$ cat src/rtl/a5_1_pkg.sv
// a5_1_pkg
// Constants and types shared by the A5/1 keystream engine:
//   - LFSR lengths, feedback tap masks and clocking-bit positions for R1/R2/R3
//   - shared phase counter width and the phase lengths (key, frame, mix)
//   - FSM state encoding
//   - majority-of-three helper used for irregular clocking
package a5_1_pkg;

  localparam int unsigned R1_LEN = 19;
  localparam int unsigned R2_LEN = 22;
  localparam int unsigned R3_LEN = 23;

  localparam logic [R1_LEN-1:0] R1_TAPS = 19'h72000;   // bits 13,16,17,18
  localparam logic [R2_LEN-1:0] R2_TAPS = 22'h300000;  // bits 20,21
  localparam logic [R3_LEN-1:0] R3_TAPS = 23'h700080;  // bits 7,20,21,22

  localparam int unsigned R1_CLK_BIT = 8;
  localparam int unsigned R2_CLK_BIT = 10;
  localparam int unsigned R3_CLK_BIT = 10;

  localparam int unsigned CNT_W = 10;
  typedef logic [CNT_W-1:0] cnt_t;

  localparam int unsigned KEY_LEN   = 64;
  localparam int unsigned FRAME_LEN = 22;
  // 100 discard clocks plus the clock that precedes the first output bit
  localparam int unsigned MIX_LEN   = 101;

  localparam cnt_t KEY_LAST   = cnt_t'(KEY_LEN - 1);
  localparam cnt_t FRAME_LAST = cnt_t'(FRAME_LEN - 1);
  localparam cnt_t MIX_LAST   = cnt_t'(MIX_LEN - 1);

  typedef enum logic [2:0] {
    ST_IDLE       = 3'd0,
    ST_LOAD_KEY   = 3'd1,
    ST_LOAD_FRAME = 3'd2,
    ST_MIX        = 3'd3,
    ST_OUT        = 3'd4,
    ST_DONE       = 3'd5
  } state_t;

  function automatic logic majority3(input logic a, input logic b, input logic c);
    return (a & b) | (a & c) | (b & c);
  endfunction

endpackage

$ cat src/rtl/a5_1_keystream_reg.sv
// a5_1_reg
// One A5/1 linear feedback shift register with a serial load input.
// A step shifts left; the new bit 0 is the XOR of the tapped bits XOR d.
// Ports:
//   clk      - clock, rising edge
//   reset_n  - synchronous active-low reset, clears the register
//   clr      - synchronous clear (frame start / abort), wins over step
//   step     - advance the register this cycle
//   d        - serial input folded into the feedback bit
//   q_msb    - register MSB (keystream contribution)
//   q_clk    - clocking bit used by the majority rule
module a5_1_reg #(
  parameter int unsigned      LEN     = 19,
  parameter logic [LEN-1:0]   TAPS    = '0,
  parameter int unsigned      CLK_BIT = 8
) (
  input  logic clk,
  input  logic reset_n,
  input  logic clr,
  input  logic step,
  input  logic d,
  output logic q_msb,
  output logic q_clk
);

  logic [LEN-1:0] r;
  logic           fb;

  always_comb begin
    fb = (^(r & TAPS)) ^ d;
  end

  always_ff @(posedge clk) begin
    if (!reset_n) begin
      r <= '0;
    end else if (clr) begin
      r <= '0;
    end else if (step) begin
      r <= {r[LEN-2:0], fb};
    end
  end

  assign q_msb = r[LEN-1];
  assign q_clk = r[CLK_BIT];

endmodule

$ cat src/rtl/a5_1_keystream.sv
// a5_1_keystream
// A5/1 keystream engine. On start (in IDLE) it captures the session key and
// frame number, loads them serially into R1/R2/R3 (key[0] / frame[0] first),
// runs the majority-clocked mixing phase and then streams NUM_KS_BITS
// keystream bits over a valid/ready handshake, followed by a one-cycle done.
// Optional feature: define A5_1_ABORT_EN to add the abort input, which returns
// any busy frame to IDLE on the next edge with the registers zeroed.
// Ports:
//   clk       - clock, rising edge
//   reset_n   - synchronous active-low reset
//   abort     - (A5_1_ABORT_EN only) cancel the current frame
//   start     - begin a frame, honoured only in IDLE
//   key       - 64-bit session key
//   frame     - 22-bit frame number
//   ks_ready  - consumer accepts ks_bit this cycle
//   ks_valid  - ks_bit is valid
//   ks_bit    - keystream bit R1[18]^R2[21]^R3[22]
//   busy      - high whenever not IDLE
//   done      - one-cycle pulse after the last accepted keystream bit
module a5_1_keystream
  import a5_1_pkg::*;
#(
  parameter int unsigned NUM_KS_BITS = 228
) (
  input  logic        clk,
  input  logic        reset_n,
`ifdef A5_1_ABORT_EN
  input  logic        abort,
`endif
  input  logic        start,
  input  logic [63:0] key,
  input  logic [21:0] frame,
  input  logic        ks_ready,
  output logic        ks_valid,
  output logic        ks_bit,
  output logic        busy,
  output logic        done
);

  localparam cnt_t KS_LAST = cnt_t'(NUM_KS_BITS - 1);

  state_t      state_q, state_d;
  cnt_t        cnt_q, cnt_d;
  logic [63:0] key_q;
  logic [21:0] frame_q;

  logic clr, step_all, maj_en, d;
  logic maj;
  logic step1, step2, step3;
  logic r1_msb, r2_msb, r3_msb;
  logic r1_clk, r2_clk, r3_clk;
  logic abort_req;

`ifdef A5_1_ABORT_EN
  assign abort_req = abort;
`else
  assign abort_req = 1'b0;
`endif

  assign maj   = majority3(r1_clk, r2_clk, r3_clk);
  assign step1 = step_all | (maj_en & (r1_clk == maj));
  assign step2 = step_all | (maj_en & (r2_clk == maj));
  assign step3 = step_all | (maj_en & (r3_clk == maj));

  always_comb begin
    state_d  = state_q;
    cnt_d    = cnt_q;
    clr      = 1'b0;
    step_all = 1'b0;
    maj_en   = 1'b0;
    d        = 1'b0;

    unique case (state_q)
      ST_IDLE: begin
        if (start) begin
          clr     = 1'b1;
          cnt_d   = '0;
          state_d = ST_LOAD_KEY;
        end
      end
      ST_LOAD_KEY: begin
        step_all = 1'b1;
        d        = key_q[cnt_q[5:0]];
        if (cnt_q == KEY_LAST) begin
          cnt_d   = '0;
          state_d = ST_LOAD_FRAME;
        end else begin
          cnt_d = cnt_q + cnt_t'(1);
        end
      end
      ST_LOAD_FRAME: begin
        step_all = 1'b1;
        d        = frame_q[cnt_q[4:0]];
        if (cnt_q == FRAME_LAST) begin
          cnt_d   = '0;
          state_d = ST_MIX;
        end else begin
          cnt_d = cnt_q + cnt_t'(1);
        end
      end
      ST_MIX: begin
        maj_en = 1'b1;
        if (cnt_q == MIX_LAST) begin
          cnt_d   = '0;
          state_d = ST_OUT;
        end else begin
          cnt_d = cnt_q + cnt_t'(1);
        end
      end
      ST_OUT: begin
        // the bit on ks_bit is the one accepted; the clock prepares the next
        if (ks_ready) begin
          maj_en = 1'b1;
          if (cnt_q == KS_LAST) begin
            cnt_d   = '0;
            state_d = ST_DONE;
          end else begin
            cnt_d = cnt_q + cnt_t'(1);
          end
        end
      end
      ST_DONE: begin
        state_d = ST_IDLE;
      end
      default: begin
        cnt_d   = '0;
        state_d = ST_IDLE;
      end
    endcase

    // abort overrides the handshake and any phase progress
    if (abort_req && (state_q != ST_IDLE)) begin
      clr      = 1'b1;
      step_all = 1'b0;
      maj_en   = 1'b0;
      cnt_d    = '0;
      state_d  = ST_IDLE;
    end
  end

  always_ff @(posedge clk) begin
    if (!reset_n) begin
      state_q <= ST_IDLE;
      cnt_q   <= '0;
      key_q   <= '0;
      frame_q <= '0;
    end else begin
      state_q <= state_d;
      cnt_q   <= cnt_d;
      if ((state_q == ST_IDLE) && start) begin
        key_q   <= key;
        frame_q <= frame;
      end
    end
  end

  a5_1_reg #(.LEN(R1_LEN), .TAPS(R1_TAPS), .CLK_BIT(R1_CLK_BIT)) u_r1 (
    .clk     (clk),
    .reset_n (reset_n),
    .clr     (clr),
    .step    (step1),
    .d       (d),
    .q_msb   (r1_msb),
    .q_clk   (r1_clk)
  );

  a5_1_reg #(.LEN(R2_LEN), .TAPS(R2_TAPS), .CLK_BIT(R2_CLK_BIT)) u_r2 (
    .clk     (clk),
    .reset_n (reset_n),
    .clr     (clr),
    .step    (step2),
    .d       (d),
    .q_msb   (r2_msb),
    .q_clk   (r2_clk)
  );

  a5_1_reg #(.LEN(R3_LEN), .TAPS(R3_TAPS), .CLK_BIT(R3_CLK_BIT)) u_r3 (
    .clk     (clk),
    .reset_n (reset_n),
    .clr     (clr),
    .step    (step3),
    .d       (d),
    .q_msb   (r3_msb),
    .q_clk   (r3_clk)
  );

  assign ks_valid = (state_q == ST_OUT);
  assign ks_bit   = r1_msb ^ r2_msb ^ r3_msb;
  assign busy     = (state_q != ST_IDLE);
  assign done     = (state_q == ST_DONE);

endmodule

$ cat config.mk
export PLATFORM = sky130hd
export DESIGN_NAME = a5_1_keystream
export DESIGN_NICKNAME = d
export VERILOG_FILES = /design/src/rtl/a5_1_pkg.sv /design/src/rtl/a5_1_keystream_reg.sv /design/src/rtl/a5_1_keystream.sv
export SDC_FILE = /design/constraint.sdc
export NUM_CORES = 1
export LEC_CHECK = 0
export BUFFER_PORTS_ARGS = -buffer_cell sky130_fd_sc_hd__buf_4
export CORE_ASPECT_RATIO = 0.75
export CORE_UTILIZATION = 40
export CTS_BUF_LIST = sky130_fd_sc_hd__clkbuf_8 sky130_fd_sc_hd__clkbuf_16
export CTS_CLUSTER_SIZE = 24
export DETAILED_ROUTE_END_ITERATION = 10
export PLACE_DENSITY = 0.59
export SETUP_SLACK_MARGIN = 0.02
export SYNTH_ARGS = -nofsm -noshare
export SYNTH_HDL_FRONTEND = slang
export SYNTH_SLANG_ARGS = --single-unit
$ cat constraint.sdc
create_clock -name clk -period 6.8 [get_ports clk]
set_clock_uncertainty 0.15 [all_clocks]
set_input_delay 0.68 -clock clk [delete_from_list [all_inputs] [get_ports clk]]
set_output_delay 0.68 -clock clk [all_outputs]
set_load 0.01 [all_outputs]
# Word level (Yosys, flattened, before mapping)
# Index checks and enable logic that the tools add are counted.
# word_totals
regBits	163
inputBits	90
word_cells	80
# classes
n_addsub	1
magnitude_cmp	2
n_eq_ne	18
muxes	24
n_bitwise	18
reduce_logical	10
# ops
op	n
two-way mux 10 bit	6
one-hot mux 10 bit (6 select lines)	1
XOR reduction 23 bit	1
XOR reduction 22 bit	1
XOR reduction 19 bit	1
two-way mux 3 bit	6
one-hot mux 3 bit (5 select lines)	1
adder 10 x 1 -> 10 bit, second input constant	1
equality test 10 x 5 -> 1 bit, second input constant	1
equality test 10 x 6 -> 1 bit, second input constant	1
equality test 10 x 7 -> 1 bit, second input constant	1
equality test 10 x 8 -> 1 bit, second input constant	1
!= test 2 bit, second input constant	5
< comparator 6 x 7 -> 1 bit, second input constant	1
bitwise AND 1 bit	6
binary-select mux 1 bit (select 6 bit)	1
equality test 3 x 2 -> 1 bit, second input constant	2
equality test 3 bit, second input constant	2
< comparator 5 x 6 -> 1 bit, second input constant	1
two-way mux 1 bit	6
AND reduction 6 bit	1
binary-select mux 1 bit (select 5 bit)	1
OR 1 bit	5
bitwise XOR 1 bit	5
other kinds (10)	15

# Longest topological paths before layout
# Gate-level depths: netlist (run 1).
# logic_depth
ltp_word	6
mapped_depth	11
mapped_depth_nobuf	8

# Modules after synthesis
# Synthesis (run 1) repeated with hierarchy kept, for this count alone.
# hier_totals
hier_cells	797
area_unflattened_um2	7173.1
# by_module_without_submodules
module	instances	cells_per_inst	area_per_inst_um2	seq_area_each_um2
a5_1_keystream	1	576	4752.1	1981.9
a5_1_reg at u_r3	1	81	887.1	460.4
a5_1_reg at u_r2	1	73	810.8	440.4
a5_1_reg at u_r1	1	67	723.2	380.4

# Worst setup path after synthesis (run 1)
# No wires, ideal clock.
# synth_timing
path_type	reg-to-reg
from	register cnt_q[1]
to	register state_q[1]
arrival_ns	2.196
required_time_ns	6.580
path_slack_ns	4.384
path_stages_with_launch	12
path_buffers	3
path_cell_list	dfxtp_1 -> buf_4 -> buf_4 -> buf_2 -> inv_1 -> ha_1 -> nand4b_1 -> o22a_1 -> o22ai_1 -> nand3_1 -> or4_1 -> a21oi_1
# synth_via
elab_chain_cells	3
# synth_lines
item	line	source
start: declaration	a5_1_keystream.sv:43	cnt_t cnt_q, cnt_d;
start signal: assignment	a5_1_keystream.sv:149	cnt_q <= cnt_d;
equality test 10 x 7 -> 1 bit, or another cell as far along	a5_1_keystream.sv:103	if (cnt_q == MIX_LAST) begin
!= test 2 bit (no line) / != test 2 x 1 -> 1 bit (equally long branches)	-	
AND reduction 6 bit (no line) *	-	
end signal: assignment	a5_1_keystream.sv:148	state_q <= state_d;
end: declaration	a5_1_keystream.sv:42	state_t state_q, state_d;
# Every way passes the cells marked *; elsewhere a longest branch is shown, timed or not.
# A chain may end at the register's enable or synchronous reset.

# Final worst setup path (run 1)
# layout_timing
from	register cnt_q[2]
to	register u_r3.r[0]
# layout_via
elab_chain_cells	4
# layout_lines
item	line	source
binary-select mux 1 bit (select 6 bit) / binary-select mux 1 bit (select 5 bit) (equally long branches)	a5_1_keystream.sv:83, a5_1_keystream.sv:93	
two-way mux 1 bit (on tied branches)	a5_1_keystream.sv:83, a5_1_keystream.sv:93	
one-hot mux 1 bit (2 select lines) *	a5_1_keystream.sv:73	unique case (state_q)
bitwise XOR 1 bit *	a5_1_keystream_reg.sv:30	fb = (^(r & TAPS)) ^ d;
end signal: assignment	a5_1_keystream_reg.sv:39	r <= {r[LEN-2:0], fb};
end: declaration	a5_1_keystream_reg.sv:26	logic [LEN-1:0] r;
# Every way passes the cells marked *; elsewhere a longest branch is shown, timed or not. The select of a mux whose other input is x is not followed.

==> flow_summary.toml, run 1 <==
[synthesis]
yosysMostFrequentCell = "nand2_1"
syn-num-nets = 875
synth_seq_cells = 163
ys.flop_type = "dfxtp_1"
synth.avg_cell_area_um2 = 8.90
synthTopCellsByCount = "nand2_1 (187), dfxtp_1 (163), a21oi_1 (93)"
synth_top_area_cell = "dfxtp_1"
synth_async_sr_flop_share = 0
netlist_area_um2 = 6960
synth-edff-count = 0
synth_area_leaders = "dfxtp_1 (47%), nand2_1 (10%), mux2i_1 (10%)"
synth_cell_type_count = 57
synth_cells = 782
synth_top_area_share = 0.469
synth-seq-area-share = 0.469
ys_warn_count = 0

[critical_path]
cp.arrival_ns = 3.01
cp-end-kind = "flop"
regToRegStartpoint = "cnt_q[2]"
r2r-end = "u_r3.r[0]"
critPathKind = "reg -> reg"
r2r_cells = 6
path_cells = "clkinv_1 > mux4_2 > a32oi_1 > nand3_1 > and3_4 > o211ai_1"
path_max_fanout = 21
crit_path_start_kind = "flop"
rrSetupSlack_ns = 3.99
cp_slowest_stage_delay_ns = 0.85
cp.required_ns = 7.00
cp_slowest_cell = "dfxtp_1"

[layout]
diodes = 0
register_area_um2 = 3260
drive_gt1_frac = 0.184
fin_cells = 1074
multiInputGateArea_um2 = 3440
layout.nets = 942
n_fill_cell = 1693
area_growth_pct = 19.5

[clock_network]
clock_sinks = 163
clk_path_buf_depth = 2
cts_resized = 0
root_buffer = "clkbuf_16"
cts_made_buffers = 17
clk_pin_slew_ns = 0.06
cts.htree.levels = 4
postCtsSetupRepairBufs = 0
cts_tree = "yes"
postCtsHoldBufs = 0
insertion_delay_ns = 0.43

[global_route]
met1_usage = 0.251
use_met3 = 0.0501
overflow = 0
grt-busiest-layer = "met2"
grt_use_met2 = 0.267
grt_start_max_net_pins = 88
antenna_found_initial = 0
grt_pass1_vias = 5076
track_usage = 0.179
grt_pass1_wl_um = 25100

[power]
design_power_total_w = 0.00310
p_sw_w = 0.00107
netSwitchingFraction = 0.345
ir_drop_uv = 196
power.share.combinational = 0.342
clockPowerShare = 0.291
p_leak_nw = 3.40
p_int_w = 0.00203
pwr-share-seq = 0.368
p_per_area_nw_per_um2 = 372

[worst_hold_path]
hold_depth = 2
hold_path_class = "reg -> reg"
whs_endpoint = "key_q[13]"
worstHoldStart = "key_q[13]"

[die]
boundaryPins = 94
start_util = 0.411
dieHeight_um = 116
core_um2 = 16900
placementRows = 41
die_x_um = 154
die_area_um2 = 17900

[sta]
relSlewSlack = 0.424
period_share = 0.414
rsz0062_at_grt = "false"
layout_min_cycle_time_ns = 2.81
fmax_mhz = 355
setup_ws_ns = 3.99
finalSetupViolCount = 0
worst_pin_slew_ns = 0.865
hold_violations = 0
slew_viol_final = 0
setup_tns_ns = 0
hold_slack_ns = 0.299

[routing]
dr.pass1.iters = 6
drt_iter0_drc = 309
post-route-drc-count = 0
via_per_inst = 5.04
wl_per_cell_um = 14.2
vias = 5414
drtAntennaViolNets = 0
wl_um = 15300

[placement]
dp_hpwl_um = 10000
dp.cells = 1045
placement.setup.worst_slack_ns = 3.93
gp_congestion = 0.832
io_buffers = 93

[run]
drv_cap = 0

[outcome]
status = "finished, final reports clean"
-- per-stage QoR --
| step | area (um2) | util |
|---|---|---|
| CTS | 8320 | 0.491 |
| global placement | 7770 | 0.459 |
| global route | 8320 | 0.491 |
| detailed placement | 7770 | 0.459 |
| floorplan | 6960 | - |
| finish | 8320 | 0.491 |
-- power groups by stage --
stage | combinational (W) | sequential [W] | clock [W]
floorplan | 0.000859 | 0.00113 | 0
global placement | 0.00107 | 0.00116 | 0
detailed placement | 0.00107 | 0.00116 | 0
CTS | 0.00107 | 0.00114 | 0.000924
global route | 0.00116 | 0.00115 | 0.000956
finish | 0.00106 | 0.00114 | 0.000900
-- logic make-up (layout without fill, tap and decap cells) --
logic type / count (synthesis) / count (layout) / synth area share
adders and majority gates: 3 / 3 / 0.00539
xor gates and xnor gates: 19 / 19 / 0.0239
muxes: 90 / 90 / 0.166
buffers and inverters: 64 / 141 / 0.0392
and+or+nand+nor: 316 / 316 / 0.192
AOI/OAI and AO/OA: 127 / 127 / 0.105
DFF: 163 / 163 / 0.469
-- registers in the layout, indices dropped and copies added, names as in the netlist --
| signal | count |
|---|---|
| key_q | 64 |
| state_q | 3 |
| u_r3.r | 23 |
| cnt_q | 10 |
| u_r1.r | 19 |
| frame_q | 22 |
| u_r2.r | 22 |
-- worst max path at each step --
stage | to | slack (ns) | depth (start not counted) | startpoint
after floorplan | state_q[1] | 4.38 | 11 | cnt_q[1]
after global placement | u_r2.r[0] | 3.96 | 8 | start
after detailed placement | u_r3.r[0] | 3.93 | 8 | start
after CTS | u_r3.r[0] | 3.94 | 8 | state_q[1]
after global routing | u_r2.r[0] | 3.72 | 8 | state_q[1]
final | u_r3.r[0] | 3.99 | 6 | cnt_q[2]
-- critical path: cells and delay by family, from the launching register on --
kind / cells / cell delay, ns
flops: 1 / 0.85
simple gates: 2 / 0.32
compound gates: 2 / 0.46
mux: 1 / 0.45
buf+inv: 1 / 0.50
-- cell type report --
cell class                 count  area share
tap                          215      0.0323
clock buffer                  17      0.0511
timing repair buffer         102      0.0921
inverter                      10     0.00451
multi-input combinational    555       0.413
clock inverter                12      0.0143
sequential                   163       0.392
-- routing by layer --
layer  wire (um)  up-vias
met5           0        -
li1            -     2798
met2        6310       95
met3         694       14
met4         167        0
met1        8110     2507
-- cell usage in the layout (no fill, tap or decap), types with 2 or more instances in the layout --
cell	n
xnor2_1	16
nand3b_1	5
nor2b_1	3
a22oi_1	2
inv_1	9
bufinv_16	2
o22ai_1	4
mux2_2	2
nor3_1	5
dfxtp_1	163
buf_4	102
o211ai_1	4
mux2i_1	70
nor2_1	82
nand4b_1	3
nor4b_1	2
nand3_1	8
ha_1	3
mux4_1	8
clkinv_2	6
xor2_1	3
clkbuf_16	17
nand2_1	186
mux4_2	10
a31oi_2	2
o21ai_1	2
o21ai_0	5
a21oi_1	92
o21a_1	2
nand4_1	6
or3b_2	4
Power figures use the tool's default switching activity.
==> inputs of run 2 (changes only) <==
==> constraint.sdc (replaced) <==
create_clock -name clk -period 2.8 [get_ports clk]
set_clock_uncertainty 0.15 [all_clocks]
set_input_delay 0.28 -clock clk [delete_from_list [all_inputs] [get_ports clk]]
set_output_delay 0.28 -clock clk [all_outputs]
set_load 0.01 [all_outputs]
==> run 2 against run 1 <==
Net effect: register-to-register slack lost 3.7 ns; global-route usage grew 1.2 points; die area is the same; first-iteration DRC count grew 35%; setup slack lost 3.7 ns; design area grew 12%; total power grew 150%; via count grew 7.4%; utilization grew 5.9 points; largest cell class unchanged.
==> flow_summary.toml, run 2 (same netlist as run 1, synthesis figures left out) <==
[routing]
post-route-drc-count = 0
vias = 5814
drtAntennaViolNets = 0
via_per_inst = 4.96
drt_iter0_drc = 417
wl_per_cell_um = 14.0
dr.pass1.iters = 5
wl_um = 16400

[sta]
layout_min_cycle_time_ns = 2.47
hold_violations = 0
worst_pin_slew_ns = 0.652
relSlewSlack = 0.559
finalSetupViolCount = 0
rsz0062_at_grt = "false"
fmax_mhz = 405
setup_tns_ns = 0
setup_ws_ns = 0.331
slew_viol_final = 0
period_share = 0.882

[critical_path]
cp.arrival_ns = 2.63
r2r_cells = 7
cp-end-kind = "flop"
crit_path_start_kind = "flop"
crit_buf_inv = 1
cp_slowest_cell = "mux4_1"
regToRegStartpoint = "cnt_q[0]"
cp_slowest_stage_delay_ns = 0.56
cp.required_ns = 2.96
critPathKind = "reg -> reg"
critPathTopFamily = "simple AND/OR/NAND/NOR gates"
r2r-end = "u_r1.r[0]"
rrSetupSlack_ns = 0.33
path_cells = "buf_12 > mux4_1 > or3b_2 > o311ai_0 > a31o_2 > and3_4 > o211ai_1"
path_max_fanout = 17

[layout]
layout.nets = 1038
largestRegisters = "key_q (64), u_r3.r (23)"
largest_register = "key_q"
drive_gt1_frac = 0.176
largest_reg_flops = 64
diodes = 0
final_common_cell = "nand2_1"
area_growth_pct = 33.8
layout_common_cells = "nand2_1 (186), dfxtp_1 (163), buf_4 (107)"

[clock_network]
cts_made_buffers = 17
clk_pin_slew_ns = 0.06
cts_tree = "yes"
postCtsSetupRepairBufs = 0
root_buffer = "clkbuf_16"
cts.htree.levels = 4
insertion_delay_ns = 0.43
clk_path_buf_depth = 2
clock_sinks = 163

[global_route]
met1_usage = 0.268
antenna_found_initial = 0
grt_use_met2 = 0.290
overflow = 0
use_met3 = 0.0449
grt-busiest-layer = "met2"
grt_start_max_net_pins = 88
grt_pass1_vias = 5386
grt_pass1_wl_um = 26800
track_usage = 0.190

[die]
boundaryPins = 94
die_x_um = 154
placementRows = 41
dieHeight_um = 116
start_util = 0.411
core_um2 = 16900
die_area_um2 = 17900

[worst_hold_path]
hold_path_class = "in -> reg"
whs_endpoint = "cnt_q[1]"
hold_depth = 4
worstHoldStart = "ks_ready"

[outcome]
status = "finished, final reports clean"

[placement]
placement.setup.worst_slack_ns = 0.326
gp_congestion = 0.797
dp_hpwl_um = 10300
io_buffers = 93

[run]
drv_cap = 0

[power]
p_leak_nw = 3.83
p_per_area_nw_per_um2 = 825
ir_drop_uv = 544
-- run 2: area by class of cell --
class | instances | area (um2)
inverter | 10 | 37.5
clock inverter | 12 | 81.3
clock buffer | 20 | 467
multi-input combinational | 555 | 3440
fill | 1567 | 7620
timing repair buffer | 198 | 1750
sequential | 163 | 3260
tap | 215 | 269
-- run 2: tightest hold or removal path: cells and delay by family --
kind            cells  cell delay, ns
compound gates      2            0.25
simple gates        1            0.08
buf+inv             1            0.11
-- run 2: repair_timing --
| item | 4_1_cts | 5_1_grt |
|---|---|---|
| resized for setup | 0 | 0 |
| hold buffers | 87 | 0 |
| endpoints found under the hold margin | 87 | 0 |
-- run 2: report_power, final --
part | internal (W) | total [W] | switching, W
clock | 0.00120 | 0.00215 | 0.000946
sequential | 0.00259 | 0.00275 | 0.000165
combinational | 0.00122 | 0.00278 | 0.00156
-- run 2: stage by stage --
step	total power (W)	util	std cells	hold WS, ns	instance area (um2)
final	0.00768	0.550	1173	0.203	9310
after global routing	0.00814	0.550	1173	0.211	9310
after CTS	0.00777	0.550	1173	0.189	9310
after detailed placement	0.00550	0.466	1054	0.294	7890
after global placement	0.00551	0.466	1054	0.291	7890
after floorplan	0.00482	-	782	0.248	6960
-- run 2: how the worst max path moves through the flow --
stage	startpoint	to	slack [ns]	depth (start not counted)
2_1_floorplan	cnt_q[1]	state_q[1]	0.38	11
3_3_place_gp	cnt_q[0]	u_r1.r[0]	0.36	7
3_5_place_dp	cnt_q[0]	u_r1.r[0]	0.33	7
4_1_cts	cnt_q[0]	u_r1.r[0]	0.32	7
5_1_grt	cnt_q[0]	u_r3.r[0]	0.25	7
6_report	cnt_q[0]	u_r1.r[0]	0.33	7
-- run 2: per-layer routing --
metal,share of wire,vias to the layer above
met5,0,-
met4,0.010,0
met1,0.51,2660
met2,0.43,142
li1,-,2995
met3,0.047,17
